--- src/rtl/leglite_fetch_stage.sv ---
// LEGLite instruction-fetch stage: owns the PC, drives instruction memory and
// holds the IF/ID pipeline register, honouring stall, flush, redirect and halt.
module leglite_fetch_stage #(
  parameter logic [15:0] RESET_PC   = 16'h0000,
  parameter int          PC_STEP    = 2,
  parameter logic [15:0] NOP_INSTR  = 16'h0000,
  parameter logic [15:0] HALT_INSTR = 16'hFFFF
) (
  input  logic        clock,
  input  logic        reset,
  input  logic [15:0] idata,
  input  logic        stall,
  input  logic        flush,
  input  logic        branch_taken,
  input  logic [15:0] branch_target,
  output logic [15:0] iaddr,
  output logic [15:0] ifid_instr,
  output logic [15:0] ifid_pc,
  output logic        ifid_valid,
  output logic        halted,
  output logic [15:0] fetch_count
);

  typedef enum logic [1:0] {
    ST_BOOT = 2'd0,
    ST_RUN  = 2'd1,
    ST_HALT = 2'd2
  } state_t;

  localparam logic [15:0] STEP = 16'(PC_STEP);

  state_t      state_q, state_d;
  logic [15:0] pc_q, pc_d;
  logic [15:0] instr_q, instr_d;
  logic [15:0] ifpc_q, ifpc_d;
  logic        valid_q, valid_d;
  logic [15:0] count_q, count_d;

  always_ff @(posedge clock or negedge reset) begin
    if (!reset) begin
      state_q <= ST_BOOT;
      pc_q    <= RESET_PC;
      instr_q <= NOP_INSTR;
      ifpc_q  <= 16'h0000;
      valid_q <= 1'b0;
      count_q <= 16'h0000;
    end else begin
      state_q <= state_d;
      pc_q    <= pc_d;
      instr_q <= instr_d;
      ifpc_q  <= ifpc_d;
      valid_q <= valid_d;
      count_q <= count_d;
    end
  end

  always_comb begin
    state_d = state_q;
    pc_d    = pc_q;
    instr_d = instr_q;
    ifpc_d  = ifpc_q;
    valid_d = valid_q;
    count_d = count_q;
    case (state_q)
      ST_BOOT: begin
        state_d = ST_RUN;
      end
      ST_RUN: begin
        // Redirect outranks stall and flush; stall outranks flush.
        if (branch_taken) begin
          pc_d    = branch_target;
          instr_d = NOP_INSTR;
          ifpc_d  = pc_q;
          valid_d = 1'b0;
        end else if (stall) begin
          pc_d = pc_q;
        end else if (flush) begin
          pc_d    = pc_q + STEP;
          instr_d = NOP_INSTR;
          ifpc_d  = pc_q;
          valid_d = 1'b0;
        end else begin
          instr_d = idata;
          ifpc_d  = pc_q;
          valid_d = 1'b1;
          count_d = count_q + 16'h0001;
          if (idata == HALT_INSTR) begin
            state_d = ST_HALT;
          end else begin
            pc_d = pc_q + STEP;
          end
        end
      end
      ST_HALT: begin
        instr_d = NOP_INSTR;
        ifpc_d  = pc_q;
        valid_d = 1'b0;
        if (branch_taken) begin
          pc_d    = branch_target;
          state_d = ST_RUN;
        end
      end
      default: begin
        state_d = ST_BOOT;
      end
    endcase
  end

  assign iaddr       = pc_q;
  assign ifid_instr  = instr_q;
  assign ifid_pc     = ifpc_q;
  assign ifid_valid  = valid_q;
  assign halted      = (state_q == ST_HALT);
  assign fetch_count = count_q;

endmodule

--- config.mk ---
export PLATFORM = sky130hd
export DESIGN_NAME = leglite_fetch_stage
export DESIGN_NICKNAME = d
export VERILOG_FILES = /design/src/rtl/leglite_fetch_stage.sv
export SDC_FILE = /design/constraint.sdc
export NUM_CORES = 1
export LEC_CHECK = 0
export CORE_MARGIN = 8
export CORE_UTILIZATION = 42
export CTS_CLUSTER_SIZE = 16
export DETAILED_ROUTE_END_ITERATION = 12
export GPL_ROUTABILITY_DRIVEN = 0
export GPL_TIMING_DRIVEN = 0
export PLACE_DENSITY = 0.73
export SLEW_MARGIN = 10
export SYNTH_ARGS = -nofsm -noshare
export SYNTH_HDL_FRONTEND = slang
export SYNTH_SLANG_ARGS = --single-unit
export TNS_END_PERCENT = 30
--- constraint.sdc ---
create_clock -name clock -period 2.3 [get_ports clock]
set_clock_uncertainty 0.2 [all_clocks]
set_input_delay 0.23 -clock clock [delete_from_list [all_inputs] [get_ports clock]]
set_output_delay 0.23 -clock clock [all_outputs]
set_load 0.05 [all_outputs]
# After elaboration in Yosys (flattened, before gate mapping)
# Cells that the tools add are included.
# Widths: inputs -> output; s select.
totals:
  ff_bits: 67
  output_inout_bits: 66
  word_cells: 50
op_classes:
  n_reduce_logical: 6
  bitwise: 3
  n_mux: 23
  add_sub_neg: 2
  eq_ne: 10
ops:
  columns: ["op", "count"]
  rows:
  - ["$mux 16", 10]
  - ["$pmux 16 s2", 3]
  - ["$add 16x1->16 const B", 1]
  - ["$add 16x2->16 const B", 1]
  - ["$eq 16x16->1 const B", 1]
  - ["$mux 2", 5]
  - ["$ne 2x2->1 const B", 5]
  - ["$reduce_and 4->1", 2]
  - ["$pmux 2 s3", 1]
  - ["$reduce_and 5->1", 1]
  - ["$ne 4x4->1 const B", 1]
  - ["$mux 1", 3]
  - ["$ne 3x3->1 const B", 1]
  - ["$not 1->1", 3]
  - ["$eq 2x1->1 const B", 1]
  - ["$eq 2x2->1 const B", 1]
  - ["$logic_not 2->1", 1]
  - ["$pmux 1 s2", 1]
  - ["$reduce_and 2->1", 1]
  - ["$reduce_bool 2->1", 1]

# Longest topological paths before layout
# Gate-level depths: netlist (run 1).
depth:
  depth_word: 6
  ltp_mapped: 9
  mapped_depth_nobuf: 6

# Worst setup path after synthesis (run 1)
# OpenSTA, ideal clock, no wires.
synth_timing:
  kind: "reg2reg"
  start: "register state_q[0]"
  end: "register ifpc_q[14] (netlist: ifid_pc[14])"
  synth_period_minus_slack_ns: 2.462
  arrival_ns: 2.138
  stages_incl_launch_ff: 7
  slack_ns: -0.162
  path_cell_list: "dfrtp_1 -> inv_1 -> ha_1 -> clkbuf_1 -> o21ai_1 -> clkbuf_1 -> mux2_2"
synth_via:
  elab_chain_cells: 3
synth_rtl:
  columns: ["element", "line_no", "source"]
  rows:
  - ["start, declared", "32", "state_t state_q, state_d;"]
  - ["start signal, assigned", "48", "state_q <= state_d;"]
  - ["$eq 2x2->1 (*)", null, null]
  - ["net halted", "20", "output logic halted,"]
  - ["$reduce_bool 2->1 (no line)", null, null]
  - ["$reduce_and 2->1 (no line)", null, null]
  - ["end signal, assigned", "51", "ifpc_q <= ifpc_d;"]
  - ["end, declared", "35", "logic [15:0] ifpc_q, ifpc_d;"]
# The timed path passes the listed nets; every way through them passes the cells marked *.
# A chain may end at the register's enable or synchronous reset.

# Worst setup path in the final report (run 1)
layout_timing:
  start: "register state_q[1]"
  end: "register count_q[10] (netlist: fetch_count[10])"
layout_via:
  elab_chain_cells: 2
layout_rtl:
  columns: ["element", "line_no", "source"]
  rows:
  - ["$eq 2x1->1", "64", "case (state_q)"]
  - ["$reduce_and 4->1 (no line)", null, null]
  - ["end signal, assigned", "53", "count_q <= count_d;"]
  - ["end, declared", "37", "logic [15:0] count_q, count_d;"]
# Every way passes these cells.

==> flow_summary.json, run 1 <==
{
  "met1_usage_pct": 22.8,
  "status": "complete, no violations",
  "clock_path_buffers": 2,
  "layout_commonest_cell": "clkdlybuf4s50_1",
  "grt_pass1_vias": 3070,
  "die_x_um": 104,
  "grt_overflow": 0,
  "final.setup.tns_ns": 0,
  "period_share_pct": 94.8,
  "min_path_type": "in2async",
  "fill_cells": 647,
  "io_buffers": 102,
  "ys_seq_elements": 67,
  "fin_ws_ns": 0.120,
  "synthAdderAreaFrac_pct": 2.30,
  "synth-xor-area-share_pct": 4.03,
  "htree_levels": 3,
  "worst_slew_pin_slew_ns": 0.551,
  "cts_tree": "yes",
  "dp_slack_ns": -0.360,
  "avgSynthCellArea_um2": 11.1,
  "initial_core_util_pct": 42.7,
  "cts_made_buffers": 9,
  "synth_area_leaders": "dfrtp_1 51%, mux2_2 5.5%, a22o_1 4.3%",
  "synth_mux_area_share_pct": 5.52,
  "syn_area_um2": 3260,
  "io_pins": 103,
  "path_class": "reg2reg",
  "path_clk_slew_ns": 0.07,
  "areaGrowthSynthToFinish_pct": 45.6,
  "grt_start_max_net_pins": 54,
  "r2r_end": "fetch_count[10]$_DFFE_PN0P_",
  "clockRootBuffer": "clkbuf_8",
  "first_pass_iters": 4,
  "layout_common_cells": "100 x clkdlybuf4s50_1, 66 x dfrtp_1, 23 x nand2_1",
  "startpoint_type": "flop",
  "r2r_slack_ns": 0.12,
  "r2r_cells": 7,
  "cp_cell_sequence": "inv_2, ha_1, or4b_1, buf_2, nor3_4, nand3_1, xnor2_1",
  "r2r_start": "state_q[1]$_DFFE_PN0P_",
  "routed_wl_mm": 9.51,
  "synth_area_leader_cell": "dfrtp_1",
  "yosysSeqAreaShare_pct": 51.4,
  "vias_per_cell": 5.66,
  "fp-row-count": 32,
  "syn_nets": 338,
  "rsz0062_at_grt": "no",
  "core-area_um2": 7650,
  "critPathBufInv": 2,
  "synth-simple-area-share_pct": 15.2,
  "whs_ns": 0.0839,
  "cap_violations": 0,
  "cts_sinks": 67,
  "hold_violations": 0,
  "p_per_area_nw_per_um2": 1610,
  "slowest_delay_ns": 0.45,
  "drive_gt1_share_pct": 15.6,
  "top_usage_layer": "met2",
  "num_vias": 2944,
  "die-area_um2": 10800,
  "diodes": 0,
  "drt.antenna.violating_nets": 0,
  "worst-path-max-fanout": 5,
  "slew_violations": 0,
  "synth_top_family_by_area": "compound AO/OA/AOI/OAI gates",
  "antenna_found_initial": 0,
  "ys_warn_count": 0,
  "drt_iter0_markers": 174,
  "dp_hpwl_mm": 6.94,
  "relSlewSlack_pct": 63.1,
  "setup_viol": 0,
  "fmax_mhz": 459,
  "syn_inst": 295,
  "cp_slowest_cell": "dfrtp_2",
  "routedWlPerCell_um": 18.3,
  "crit_path_end_kind": "flop",
  "crit_arrival_ns": 2.20,
  "grt_pass1_wl_mm": 16.1,
  "crit_family": "simple AND/OR/NAND/NOR gates",
  "yosys.cell_types.count": 49,
  "drc": 0,
  "grt_usage_pct": 18.0,
  "leakagePower_nw": 1.97,
  "grt_use_met3_pct": 6.51,
  "die_y_um": 104,
  "synth_compound_area_share_pct": 18.3,
  "required_ns": 2.32,
  "use_met2_pct": 27.6,
  "clkLatencyLatePin_ns": 0.34,
  "irDropWorstVdd_mv": 0.889,
  "yosys.area.top_type_share_pct": 51.4,
  "nNetsFinal": 456,
  "min_period_ns": 2.18,
  "final_core_util_pct": 62.1
}
layout make-up:
type | count | area (um^2) | share of cell area [%]
inverters | 4 | 15.0 | 0.316
plain buffers | 20 | 118 | 2.47
well taps | 102 | 128 | 2.69
flip-flops and latches | 67 | 1680 | 35.3
clock inverters | 5 | 52.6 | 1.11
repair buffers | 108 | 1080 | 22.8
multi-input cells | 203 | 1540 | 32.3
clock buffers | 11 | 141 | 2.98
through the flow:
step | cell area [um^2] | instances | power (mW)
2_1_floorplan | 3280 | 295 | 5.04
3_3_place_gp | 4430 | 499 | 6.45
3_5_place_dp | 4450 | 500 | 6.52
4_1_cts | 4700 | 519 | 7.62
5_1_grt | 4750 | 520 | 8.07
6_report | 4750 | 520 | 7.65
sequential cells by signal (all words and copies together) (netlist names):
| name | flops |
|---|---|
| fetch_count | 16 |
| iaddr | 16 |
| ifid_instr | 16 |
| ifid_pc | 16 |
| state_q | 2 |
| ifid_valid | 1 |
worst register-to-register path: cells and delay by family (launching register included):
family | cells | cell delay (ns)
simple gates | 3 | 0.85
xor+xnor | 1 | 0.14
buf+inv | 2 | 0.27
fa+ha+maj | 1 | 0.15
flops | 1 | 0.45
cell usage after synthesis (all sizes together):
master,n
a211oi,12
a21o,1
a21oi,6
a221oi,2
a22o,16
a2bb2oi,11
a311oi,2
a31o,1
a31oi,3
a41oi,2
and2,2
and3,7
and4,5
and4bb,1
buf,7
clkbuf,14
dfrtp,67
ha,6
inv,4
mux2,16
nand2,23
nand2b,2
nand3,12
nand3b,1
nand4,11
nand4b,1
nor2,8
nor2b,1
nor3,5
nor3b,2
nor4,1
o211ai,1
o21a,1
o21ai,11
o22ai,6
o2bb2ai,1
o311a,1
o311ai,1
o31ai,1
o32ai,1
or2,1
or3,2
or4b,1
xnor2,13
xor2,2
metal layers:
metal	part of all wire [%]	up-vias
met2	46	137
met1	44	1436
met3	8.9	15
met4	1.5	0
met5	0	-
li1	-	1356
what timing repair did:
item / 4_1_cts / 5_1_grt
hold buffers: 1 / 0
pin swaps: 1 / 4
hold endpoints to repair: 67 / 0
setup endpoints to repair: 45 / 48
resized for setup: 11 / 20
setup buffers: 3 / 1
power breakdown:
part | switching, mW | internal, mW
sequential | 0.456 | 1.65
clock | 0.453 | 0.525
combinational | 2.82 | 1.75
total | 3.73 | 3.92
worst max-delay path by stage:
stage / cells past startpoint / from / slack [ns] / end
after global routing: 7 / state_q[1]$_DFFE_PN0P_ / 0.005 / ifid_instr[5]$_DFFE_PN0P_
after detailed placement: 8 / state_q[0]$_DFFE_PN0P_ / -0.36 / ifid_instr[1]$_DFFE_PN0P_
final: 7 / state_q[1]$_DFFE_PN0P_ / 0.12 / fetch_count[10]$_DFFE_PN0P_
after CTS: 7 / state_q[1]$_DFFE_PN0P_ / 0.003 / ifid_pc[14]$_DFFE_PN0P_
after global placement: 1 / reset / -1.51 / ifid_pc[10]$_DFFE_PN0P_
after floorplan: 9 / state_q[0]$_DFFE_PN0P_ / 0.06 / iaddr[10]$_DFFE_PN0P_
cell families after synthesis:
| group | Yosys count |
|---|---|
| mux | 16 |
| fa+ha+maj | 6 |
| buf+inv | 25 |
| compound gates | 80 |
| flops | 67 |
| simple gates | 86 |
| xor+xnor | 15 |
No activity file was read; power rests on OpenSTA's default activity.
==> run 2: changes to the inputs <==
--- a/config.mk
+++ b/config.mk
@@ -6,12 +6,12 @@
 export NUM_CORES = 1
 export LEC_CHECK = 0
 export CORE_MARGIN = 8
-export CORE_UTILIZATION = 42
-export CTS_CLUSTER_SIZE = 16
+export CORE_UTILIZATION = 39
+export CTS_CLUSTER_SIZE = 24
 export DETAILED_ROUTE_END_ITERATION = 12
 export GPL_ROUTABILITY_DRIVEN = 0
 export GPL_TIMING_DRIVEN = 0
-export PLACE_DENSITY = 0.73
+export PLACE_DENSITY = 0.69
 export SLEW_MARGIN = 10
 export SYNTH_ARGS = -nofsm -noshare
 export SYNTH_HDL_FRONTEND = slang
==> flow_summary.json, run 2 (synthesis gave the netlist of run 1 again) <==
{
  "routed_wl_mm": 9.64,
  "setup_viol": 0,
  "clock_path_buffers": 2,
  "crit_path_end_kind": "flop",
  "dp_slack_ns": -0.362,
  "pwr-share-comb_pct": 60.0,
  "cp_cell_sequence": "inv_1, ha_1, or4b_1, buf_2, nor3_4, nand4_1, xnor2_1",
  "nNetsFinal": 457,
  "switching_share_pct": 48.4,
  "cap_violations": 0,
  "htree_levels": 3,
  "fin_ws_ns": 0.128,
  "clkLatencyLatePin_ns": 0.34,
  "layout_commonest_cell": "clkdlybuf4s50_1",
  "diodes": 0,
  "io_pins": 103,
  "drive_gt1_share_pct": 15.1,
  "p_sw_mw": 3.72,
  "routedWlPerCell_um": 18.4,
  "layout_common_cells": "100 x clkdlybuf4s50_1, 67 x dfrtp_1, 23 x nand2_1",
  "areaGrowthSynthToFinish_pct": 46.1,
  "num_vias": 2963,
  "crit_arrival_ns": 2.20,
  "grt_start_max_net_pins": 50,
  "fmax_mhz": 460,
  "cts_made_buffers": 9,
  "cp_slowest_cell": "or4b_1",
  "worst-path-max-fanout": 5,
  "core-area_um2": 8180,
  "min_path_type": "in2async",
  "use_met2_pct": 26.0,
  "die_y_um": 107,
  "drt_iter0_markers": 149,
  "dp_hpwl_mm": 7.00,
  "met1_usage_pct": 21.3,
  "status": "complete, no violations",
  "die_x_um": 107,
  "multi_input_area_um2": 1540,
  "grt_overflow": 0,
  "slew_violations": 0,
  "first_pass_iters": 4,
  "grt_usage_pct": 16.9,
  "seqCellArea_um2": 1680,
  "relSlewSlack_pct": 63.1,
  "grt_pass1_vias": 3067,
  "fp-row-count": 33,
  "critPathBufInv": 2,
  "final_core_util_pct": 58.3,
  "pwr-share-seq_pct": 27.2,
  "vias_per_cell": 5.67,
  "path_clk_slew_ns": 0.07,
  "period_share_pct": 94.5,
  "clockRootBuffer": "clkbuf_8",
  "fill_cells": 716,
  "initial_core_util_pct": 39.9,
  "p_per_area_nw_per_um2": 1610,
  "worst_slew_pin_slew_ns": 0.551,
  "leakagePower_nw": 1.98,
  "io_buffers": 102,
  "die-area_um2": 11500,
  "path_class": "reg2reg",
  "required_ns": 2.32,
  "min_period_ns": 2.17,
  "startpoint_type": "flop",
  "drt.antenna.violating_nets": 0,
  "slowest_delay_ns": 0.42,
  "antenna_found_initial": 0,
  "power_frac_clock_pct": 12.8,
  "cts_tree": "yes",
  "top_usage_layer": "met2",
  "cts_sinks": 67,
  "irDropWorstVdd_mv": 1.13,
  "grt_use_met3_pct": 6.71,
  "crit_family": "simple AND/OR/NAND/NOR gates",
  "drc": 0,
  "p_int_mw": 3.97,
  "grt_pass1_wl_mm": 15.6,
  "hold_violations": 0
}
==> run 2: cell type report <==
class / count / area share, %
well taps: 105 / 2.76
inverters: 4 / 0.315
plain buffers: 19 / 2.23
flip-flops and latches: 67 / 35.2
clock inverters: 2 / 0.735
repair buffers: 110 / 23.1
multi-input cells: 203 / 32.4
clock buffers: 13 / 3.33
==> run 2: path summary, 6_finish.rpt <==
path,to,cells past startpoint,start,slack [ns]
max,fetch_count[13]$_DFFE_PN0P_,7,state_q[1]$_DFFE_PN0P_,0.13
min,ifid_instr[3]$_DFFE_PN0P_,2,reset,0.11
max reg2reg,fetch_count[13]$_DFFE_PN0P_,7,state_q[1]$_DFFE_PN0P_,0.13
min reg2reg,fetch_count[15]$_DFFE_PN0P_,1,fetch_count[15]$_DFFE_PN0P_,0.29
max in group asynchronous,iaddr[0]$_DFFE_PN0P_,3,reset,1.26
min in group clock,fetch_count[15]$_DFFE_PN0P_,1,fetch_count[15]$_DFFE_PN0P_,0.29
==> run 2: metal layers <==
layer / up-vias / wire [um]
met3: 14 / 980
met2: 136 / 4480
met5: - / 0
met1: 1463 / 4080
li1: 1350 / -
met4: 0 / 112
==> run 2: repair_timing <==
action	4_1_cts	5_1_grt
pin swaps	1	2
buffers inserted	3	3
gates cloned	0	0
gates resized for setup	13	13
hold buffers	1	0
endpoints found under the hold margin	67	0
endpoints found under the setup margin	46	40
==> run 2: per-stage QoR <==
step | setup TNS [ns] | hold slack [ns] | cells | instance area [um^2] | power (mW)
global route | -0.0154 | 0.121 | 523 | 4770 | 8.11
CTS | 0 | 0.103 | 521 | 4710 | 7.66
finish | 0 | 0.106 | 523 | 4770 | 7.69
global placement | -108.43 | 0.261 | 502 | 4430 | 6.48
floorplan | 0 | -0.266 | 295 | 3280 | 5.04
detailed placement | -9.54 | -0.0635 | 503 | 4460 | 6.54
==> run 2: power by group through the flow <==
stage / registers (mW) / clock network (mW) / logic (mW)
6_report: 2.09 / 0.984 / 4.61
5_1_grt: 2.16 / 1.07 / 4.88
4_1_cts: 2.10 / 1.02 / 4.55
3_5_place_dp: 2.11 / 0 / 4.42
3_3_place_gp: 2.09 / 0 / 4.39
2_1_floorplan: 3.51 / 0 / 1.53
==> run 3: changes to the inputs <==
--- a/config.mk
+++ b/config.mk
@@ -12,6 +12,7 @@
 export GPL_ROUTABILITY_DRIVEN = 0
 export GPL_TIMING_DRIVEN = 0
 export PLACE_DENSITY = 0.69
+export SKIP_LAST_GASP = 1
 export SLEW_MARGIN = 10
 export SYNTH_ARGS = -nofsm -noshare
 export SYNTH_HDL_FRONTEND = slang
==> flow_summary.json, run 3 (synthesis gave the netlist of run 1 again) <==
{
  "finalPower_mw": 7.66,
  "irDropWorstVdd_mv": 1.13,
  "relSlewSlack_pct": 63.4,
  "r2r_cells": 8,
  "rsz0062_at_grt": "yes",
  "cts_sinks": 67,
  "cp_cell_sequence": "inv_1, ha_4, clkdlybuf4s50_1",
  "core-area_um2": 8180,
  "grt_usage_pct": 16.9,
  "crit_family": "buffers and inverters",
  "layout_common_cells": "101 x clkdlybuf4s50_1, 67 x dfrtp_1, 23 x nand2_1",
  "layout_commonest_cell": "clkdlybuf4s50_1",
  "crit_path_end_kind": "primary output",
  "slew_violations": 0,
  "diodes": 0,
  "min_path_type": "in2async",
  "worst-path-max-fanout": 4,
  "nNetsFinal": 457,
  "whs_ns": 0.106,
  "htree_levels": 3,
  "worst_slew_pin_slew_ns": 0.547,
  "io_pins": 103,
  "routedWlPerCell_um": 18.5,
  "hold_violations": 0,
  "fmax_mhz": 438,
  "p_per_area_nw_per_um2": 1610,
  "cts_made_buffers": 9,
  "grt_overflow": 0,
  "cp_slowest_cell": "clkdlybuf4s50_1",
  "fp-row-count": 33,
  "antenna_found_initial": 0,
  "cp.depth": 3,
  "die-area_um2": 11500,
  "num_vias": 2972,
  "routed_wl_mm": 9.67,
  "initial_core_util_pct": 39.9,
  "setup_viol": 0,
  "final_core_util_pct": 58.1,
  "crit_arrival_ns": 1.85,
  "final_cells": 523,
  "grt_start_max_net_pins": 50,
  "r2r_slack_ns": 0.08,
  "startpoint_type": "flop",
  "r2r_end": "iaddr[8]$_DFFE_PN0P_",
  "vias_per_cell": 5.68,
  "drt.antenna.violating_nets": 0,
  "cap_violations": 0,
  "final.setup.tns_ns": 0,
  "status": "complete, no violations",
  "path_clk_slew_ns": 0.07,
  "clockRootBuffer": "clkbuf_8",
  "leakagePower_nw": 1.97,
  "path_class": "reg2out",
  "r2r_start": "state_q[0]$_DFFE_PN0P_",
  "first_pass_iters": 6,
  "drt_iter0_markers": 166,
  "period_share_pct": 99.3,
  "dp_cells": 503,
  "min_period_ns": 2.28,
  "dp_hpwl_mm": 7.00,
  "cts_tree": "yes",
  "grt_pass1_vias": 3069,
  "required_ns": 1.87,
  "clkLatencyLatePin_ns": 0.34,
  "critPathBufInv": 2,
  "clock_path_buffers": 2,
  "setup.worst_path.start": "state_q[0]$_DFFE_PN0P_",
  "drc": 0,
  "die_x_um": 107,
  "areaGrowthSynthToFinish_pct": 45.6,
  "grt_pass1_wl_mm": 15.6,
  "io_buffers": 102,
  "die_y_um": 107,
  "drive_gt1_share_pct": 14.8,
  "slowest_delay_ns": 0.80,
  "endpoint": "halted"
}
run 3: changes by cell type in the layout (fill, tap and decap cells not counted):
cell,previous run,this run
a2bb2oi_2,1,0
dlygate4sd2_1,1,0
clkbuf_4,2,1
a2bb2oi_1,10,11
buf_2,3,5
clkdlybuf4s50_1,100,101
buf_6,2,1
run 3: timing repair:
action | 4_1_cts | 5_1_grt
gates resized for setup | 11 | 12
endpoints found under the hold margin | 67 | 0
setup endpoints to repair | 46 | 44
hold buffers | 1 | 0
buffers inserted | 3 | 2
pin swaps | 1 | 2
run 3: metrics by stage:
| step | area [um^2] | worst slack, ns |
|---|---|---|
| after global placement | 4430 | -1.51 |
| after floorplan | 3280 | 0.0574 |
| final | 4750 | 0.0158 |
| after global routing | 4750 | -0.102 |
| after CTS | 4710 | -0.0225 |
| after detailed placement | 4460 | -0.362 |
run 3: how the worst min path moves through the flow:
stage | endpoint | slack [ns] | depth (start not counted)
floorplan | fetch_count[0]$_DFFE_PN0P_ | -0.27 | 0
global placement | ifid_valid$_DFFE_PN0P_ | 0.26 | 1
detailed placement | ifid_instr[3]$_DFFE_PN0P_ | -0.06 | 1
CTS | ifid_instr[3]$_DFFE_PN0P_ | 0.10 | 2
global route | ifid_instr[3]$_DFFE_PN0P_ | 0.12 | 2
finish | ifid_instr[3]$_DFFE_PN0P_ | 0.11 | 2
run 3: cell type report:
type | count | area (um^2)
Timing Repair Buffer | 109 | 1090
Sequential cell | 67 | 1680
Clock buffer | 13 | 159
Tap cell | 105 | 131
Buffer | 20 | 105
Inverter | 4 | 15.0
Fill cell | 719 | 3420
Clock inverter | 2 | 35.0
Multi-Input combinational cell | 203 | 1540
run 3: power breakdown:
group | leakage (nW) | internal (mW) | total [mW] | switching, mW
registers | 0.834 | 1.64 | 2.09 | 0.449
clock network | 0.0995 | 0.554 | 0.986 | 0.433
logic | 1.04 | 1.75 | 4.58 | 2.84
total | 1.97 | 3.95 | 7.66 | 3.72
run 3: metal layers:
metal | wire, um | part of all wire (%) | vias to the layer above | GRT usage [%]
li1 | - | - | 1353 | -
met2 | 4460 | 46 | 141 | 25.9
met3 | 1030 | 11 | 14 | 6.71
met5 | 0 | 0 | - | 0
met4 | 110 | 1.1 | 0 | 5.05
met1 | 4070 | 42 | 1464 | 21.3
==> patch 1, RTL diff (flow settings as in run 2) <==
Make the reset (`reset`) synchronous in one clocked block.
--- a/src/rtl/leglite_fetch_stage.sv
+++ b/src/rtl/leglite_fetch_stage.sv
@@ -36,7 +36,7 @@
   logic        valid_q, valid_d;
   logic [15:0] count_q, count_d;
 
-  always_ff @(posedge clock or negedge reset) begin
+  always_ff @(posedge clock) begin
     if (!reset) begin
       state_q <= ST_BOOT;
       pc_q    <= RESET_PC;
Check against the original RTL: differs if reset is asserted again (counterexample within 4 cycles, from zero or initial values and one cycle with reset low); with reset held inactive, the same outputs for 10 cycles.
==> patch 1 against run 2 <==
Worst hold slack got worse by 36 ps. Sequential cell count did not move. Final area fell by 6.8%. Critical path depth rose by 2. Worst setup slack got worse by 14 ps. Non-clock buffer count fell by 3. Routed wire length fell by 6.2%. Synthesized area fell by 7.4%. Critical endpoint is now ifid_pc[12]$_SDFFE_PN0P_.
Power is not compared: it rests on default switching activity, and its combinational part moved more than twofold at a synthesized area within 25%.
==> patch 1: results (changes against run 2) <==
stage,metric,value,unit,change
synthesis,syn_nets,410,,was 338
routing,final wirelength,9040,µm,was 9640 µm
synthesis,register area share after synthesis,0.444,,was 0.514
critical_path,Reg2Reg Launch Point,state_q[1]$_SDFFE_PN0P_,,was state_q[1]$_DFFE_PN0P_
cells_and_area,nets@finish,525,,was 457
grt,first-pass GRT wire length,14700,µm,was 15600 µm
routing,initial drt markers,116,,was 149
routing,M1 wire length,4080,µm,about the same
grt,largest net degree at the start of global routing,13,,was 50
critical_path,crit path max fanout,10,,was 5
grt,initial antenna violation count,0,,unchanged
sta,Max-slew headroom,0.581,,was 0.631
cells_and_area,layout cells sized above 1,0.0986,,was 0.151
critical_path,Critical-path top delay cell,clkbuf_1,,was or4b_1
placed_design,placed insts,569,,was 503
placed_design,PortBufs,100,,was 102
routing,Vias/cell,5.28,,was 5.67
critical_path,worst-case reg-to-reg path depth,9,,was 7
grt,vias in the first global route,2997,,was 3067
placed_design,placed inst area,4150,µm²,was 4460 µm²
routing,Highest Signal Layer,met4,,unchanged
critical_path,family with the most delay on the worst path,buffers and inverters,,was simple AND/OR/NAND/NOR gates
routing,met3 routed WL,689,µm,was 980 µm
critical_path,worst r2r dst,ifid_pc[12]$_SDFFE_PN0P_,,was fetch_count[13]$_DFFE_PN0P_
routing,WL met2,4140,µm,was 4480 µm
synthesis,Post-synth ARST share,0,,was 1.00
synthesis,synth unique cells,47,,was 49
pwr,leakage power figure,0.00155,µW,
synthesis,largest cells by area after synthesis,"dfxtp_1, nand2_1, a21oi_1",,"was dfrtp_1, mux2_2, a22o_1"
synthesis,syn avg cell area,8.23,µm²,was 11.1 µm²
placed_design,DP HPWL,6670,µm,was 7000 µm
outcome,outcome,"finished, final reports clean",,unchanged
synthesis,synth cell count leaders,"dfxtp_1, nand2_1, nor2_1",,"was dfrtp_1, nand2_1, a22o_1, mux2_2, clkbuf_1"
cells_and_area,filler instances,694,,was 716
placed_design,pre-CTS WS,-81.3,ps,was -362 ps
sta,WHS,70.3,ps,was 106 ps
## patch 1: cell count changes in the layout (fill, tap and decap cells not counted), moves of 5 or more
| cell | run 2 | this run |
|---|---|---|
| dfrtp_1 | 67 | 0 |
| dfxtp_1 | 0 | 67 |
| nor2_1 | 7 | 50 |
| a21oi_1 | 5 | 40 |
| nand2_1 | 23 | 55 |
| a22oi_1 | 0 | 16 |
| mux2_2 | 16 | 0 |
| a22o_1 | 16 | 1 |
| a2bb2oi_1 | 10 | 0 |
| a211oi_1 | 11 | 4 |
| xnor2_1 | 13 | 7 |
| o21ai_0 | 9 | 14 |
## patch 1: area by class of cell
class	instances	area, µm²	area share
flip-flops and latches	67	1340	0.302
inverters	6	22.5	0.00507
repair buffers	104	1030	0.232
well taps	102	128	0.0287
multi-input cells	272	1570	0.352
plain buffers	22	105	0.0237
clock inverters	6	113	0.0254
clock buffers	10	138	0.0310
## patch 1: worst min-delay path, delay by kind of cell
family,cells,cell delay [ps]
simple gates,1,40
compound gates,1,120
buf+inv,1,180
## patch 1: metrics by stage
step / TNS [ps] / util
floorplan: 0 / -
global placement: -577 / 0.546
detailed placement: -1340 / 0.546
CTS: 0 / 0.579
global route: -820 / 0.584
finish: 0 / 0.584
## patch 1: worst max-delay path by stage
stage                                   endpoint                    start  slack [ps]  cells past startpoint
floorplan                 iaddr[11]$_SDFFE_PN0P_    iaddr[1]$_SDFFE_PN0P_          80                      6
global placement    fetch_count[13]$_SDFFE_PN0P_                    flush         -50                      6
detailed placement   fetch_count[5]$_SDFFE_PN0P_                    flush         -80                      5
CTS                  fetch_count[5]$_SDFFE_PN0P_  state_q[1]$_SDFFE_PN0P_          10                      7
global route             ifid_pc[6]$_SDFFE_PN0P_  state_q[1]$_SDFFE_PN0P_         -90                      9
finish                  ifid_pc[12]$_SDFFE_PN0P_  state_q[1]$_SDFFE_PN0P_         110                      9
## patch 1: what timing repair did
action	in CTS	in global routing
resized for setup	2	7
buffers inserted	0	4
endpoints found under the setup margin	11	54
pin swaps	0	1
## patch 1: cells by family after synthesis
logic type	share of synthesized area
AND/OR/NAND/NOR	0.245
multiplexers	0.00663
XOR/XNOR	0.0348
adder cells (fa/ha/maj)	0.0249
AO/OA/AOI/OAI	0.204
flip-flops	0.444
buffers and inverters	0.0406
## patch 1: power groups by stage
stage                     registers, µW  clock network, µW  logic, µW
after global placement             1530                  0       2000
after detailed placement           1540                  0       2020
after CTS                          1510               1240       2030
final                              1510               1230       2050
after global routing               1540               1290       2200
after floorplan                    2030                  0        839
## patch 1: per-layer routing
layer  up-vias  track usage
met4         0       0.0631
met3        16       0.0520
li1       1530            -
met2       106        0.267
met5         -            0
met1      1459        0.197
==> patch 2, RTL diff (settings of run 2) <==
Without the edit above. Change the parameter `HALT_INSTR` from 16'hFFFF to 16'h7FFF.
--- a/src/rtl/leglite_fetch_stage.sv
+++ b/src/rtl/leglite_fetch_stage.sv
@@ -4,7 +4,7 @@
   parameter logic [15:0] RESET_PC   = 16'h0000,
   parameter int          PC_STEP    = 2,
   parameter logic [15:0] NOP_INSTR  = 16'h0000,
-  parameter logic [15:0] HALT_INSTR = 16'hFFFF
+  parameter logic [15:0] HALT_INSTR = 16'h7FFF
 ) (
   input  logic        clock,
   input  logic        reset,
Check against the original RTL: not equivalent (a bounded check fails within 4 cycles, from zero or initial values and one cycle with reset low).
==> patch 2 against run 2 <==
Cell count decreased by 5.4%. Via count decreased by 12%. Final area decreased by 5.4%. Sequential cell count unchanged. Worst setup slack got worse by 41 ps. Utilization about the same. Global-route usage decreased by 1.0 points. Critical path depth decreased by 2. Power decreased by 6.0%. Count of clock-buffer cells in the layout decreased by 2. Synthesized area decreased by 4.5%. Worst hold slack improved by 35 ps. Sequential share of layout area increased by 2.0 points. Routed wire length decreased by 10%.
==> patch 2: results (changes against run 2) <==
stage,metric,value,unit,change
clocking,hold-fix buffers at CTS,1,,unchanged
synthesis,main flop type after synthesis,dfrtp_1,,unchanged
routing,WL met2,3830,µm,was 4480 µm
clocking,H-tree depth,3,,unchanged
critical_path,Critical-path top delay cell,dfrtp_1,,was or4b_1
placed_design,placed insts,478,,was 503
synthesis,syn_nets,317,,was 338
pwr,sw power,3520,µW,was 3720 µW
critical_path,crit path max fanout,10,,was 5
clocking,Max clock buf depth,2,,unchanged
grt,largest net degree at the start of global routing,47,,was 50
pwr,Max VDD drop,0.000899,V,was 0.00113 V
synthesis,largest cells by area after synthesis,"dfrtp_1, mux2_2, a22o_1",,unchanged
routing,via count,2608,,was 2963
synthesis,register area share after synthesis,0.538,,was 0.514
clocking,clock latency on the worst-skew pair,340,ps,about the same
synthesis,synth unique cells,41,,was 49
critical_path,Worst Setup SP,state_q[0]$_DFFE_PN0P_,,was state_q[1]$_DFFE_PN0P_
critical_path,capture point of the critical path,ifid_pc[10]$_DFFE_PN0P_,,was fetch_count[13]$_DFFE_PN0P_
cells_and_area,layout cells sized above 1,0.142,,was 0.151
pwr,Clock net power,953,µW,was 984 µW
routing,Pre-antenna DRT Iters,4,,unchanged
grt,met1 Use GR,0.202,,was 0.213
critical_path,Worst R2R Setup Slack,90,ps,was 130 ps
clocking,clock root cell,clkbuf_8,,unchanged
clocking,Resized Gates After CTS,1,,was 13
placed_design,pre-CTS WS,-233,ps,was -362 ps
cells_and_area,nets@finish,434,,was 457
routing,met3 routed WL,770,µm,was 980 µm
clocking,Num CTS Buffers,9,,unchanged
grt,gr usage total,0.159,,was 0.169
grt,vias in the first global route,2756,,was 3067
critical_path,Worst EP arrival,2230,ps,was 2200 ps
clocking,clock slew at reported path FFs,70,ps,about the same
synthesis,Post-synth ARST share,1.00,,unchanged
placed_design,PortBufs,102,,unchanged
grt,met3 usage,0.0609,,was 0.0671
routing,M1 wire length,3930,µm,was 4080 µm
sta,Max-slew headroom,0.636,,was 0.631
critical_path,Max stage delay on crit path,410,ps,
grt,first-pass GRT wire length,14300,µm,was 15600 µm
routing,wire per inst,17.4,µm,was 18.4 µm
sta,Max Fclk,452,MHz,was 460 MHz
clocking,number of setup buffers added after CTS,1,,was 3
critical_path,family with the most delay on the worst path,buffers and inverters,,was simple AND/OR/NAND/NOR gates
routing,Final ANT Viol Nets,0,,unchanged
grt,M2 GR Usage,0.239,,was 0.260
routing,initial drt markers,74,,was 149
pwr,total power,7220,µW,was 7690 µW
pwr,Comb power frac,0.582,,was 0.600
synthesis,synth cell count leaders,"dfrtp_1, nand2_1, a21oi_1",,"was dfrtp_1, nand2_1, a22o_1, mux2_2, clkbuf_1"
outcome,outcome,"finished, final reports clean",,unchanged
synthesis,Ys Warns,0,,unchanged
placed_design,DP HPWL,6360,µm,was 7000 µm
critical_path,worst-case reg-to-reg path depth,5,,was 7
routing,Vias/cell,5.27,,was 5.67
pwr,leakage power figure,0.00193,µW,was 0.00198 µW
synthesis,syn avg cell area,11.4,µm²,was 11.1 µm²
min_path,Hold Path Class,in -> async,,unchanged
[patch 2: area by class of cell]
class / count / area, µm²
plain buffers: 12 / 61.3
clock buffers: 11 / 141
clock inverters: 3 / 40.0
fillers: 652 / 3220
inverters: 4 / 15.0
multi-input cells: 190 / 1380
flip-flops and latches: 67 / 1680
well taps: 102 / 128
repair buffers: 106 / 1070
[patch 2: cell families (layout without fill, tap and decap cells)]
logic type                 after synthesis  after routing  synth area share
muxes                                   22             22            0.0783
and+or+nand+nor                         83             83             0.157
xor gates and xnor gates                15             15            0.0421
adders and majority gates                7              7            0.0281
DFF                                     67             67             0.538
buffers and inverters                   16            136            0.0225
AOI/OAI and AO/OA                       63             63             0.134
[patch 2: per-stage QoR]
step           setup TNS (ps)  utilization  hold slack [ps]  area (µm²)
6_report                    0        0.583              141        4510
2_1_floorplan               0            -             -266        3120
3_5_place_dp            -3940        0.555            -49.6        4290
3_3_place_gp          -104040        0.552              261        4270
5_1_grt                 -1290        0.583              177        4510
4_1_cts                     0        0.581              123        4490
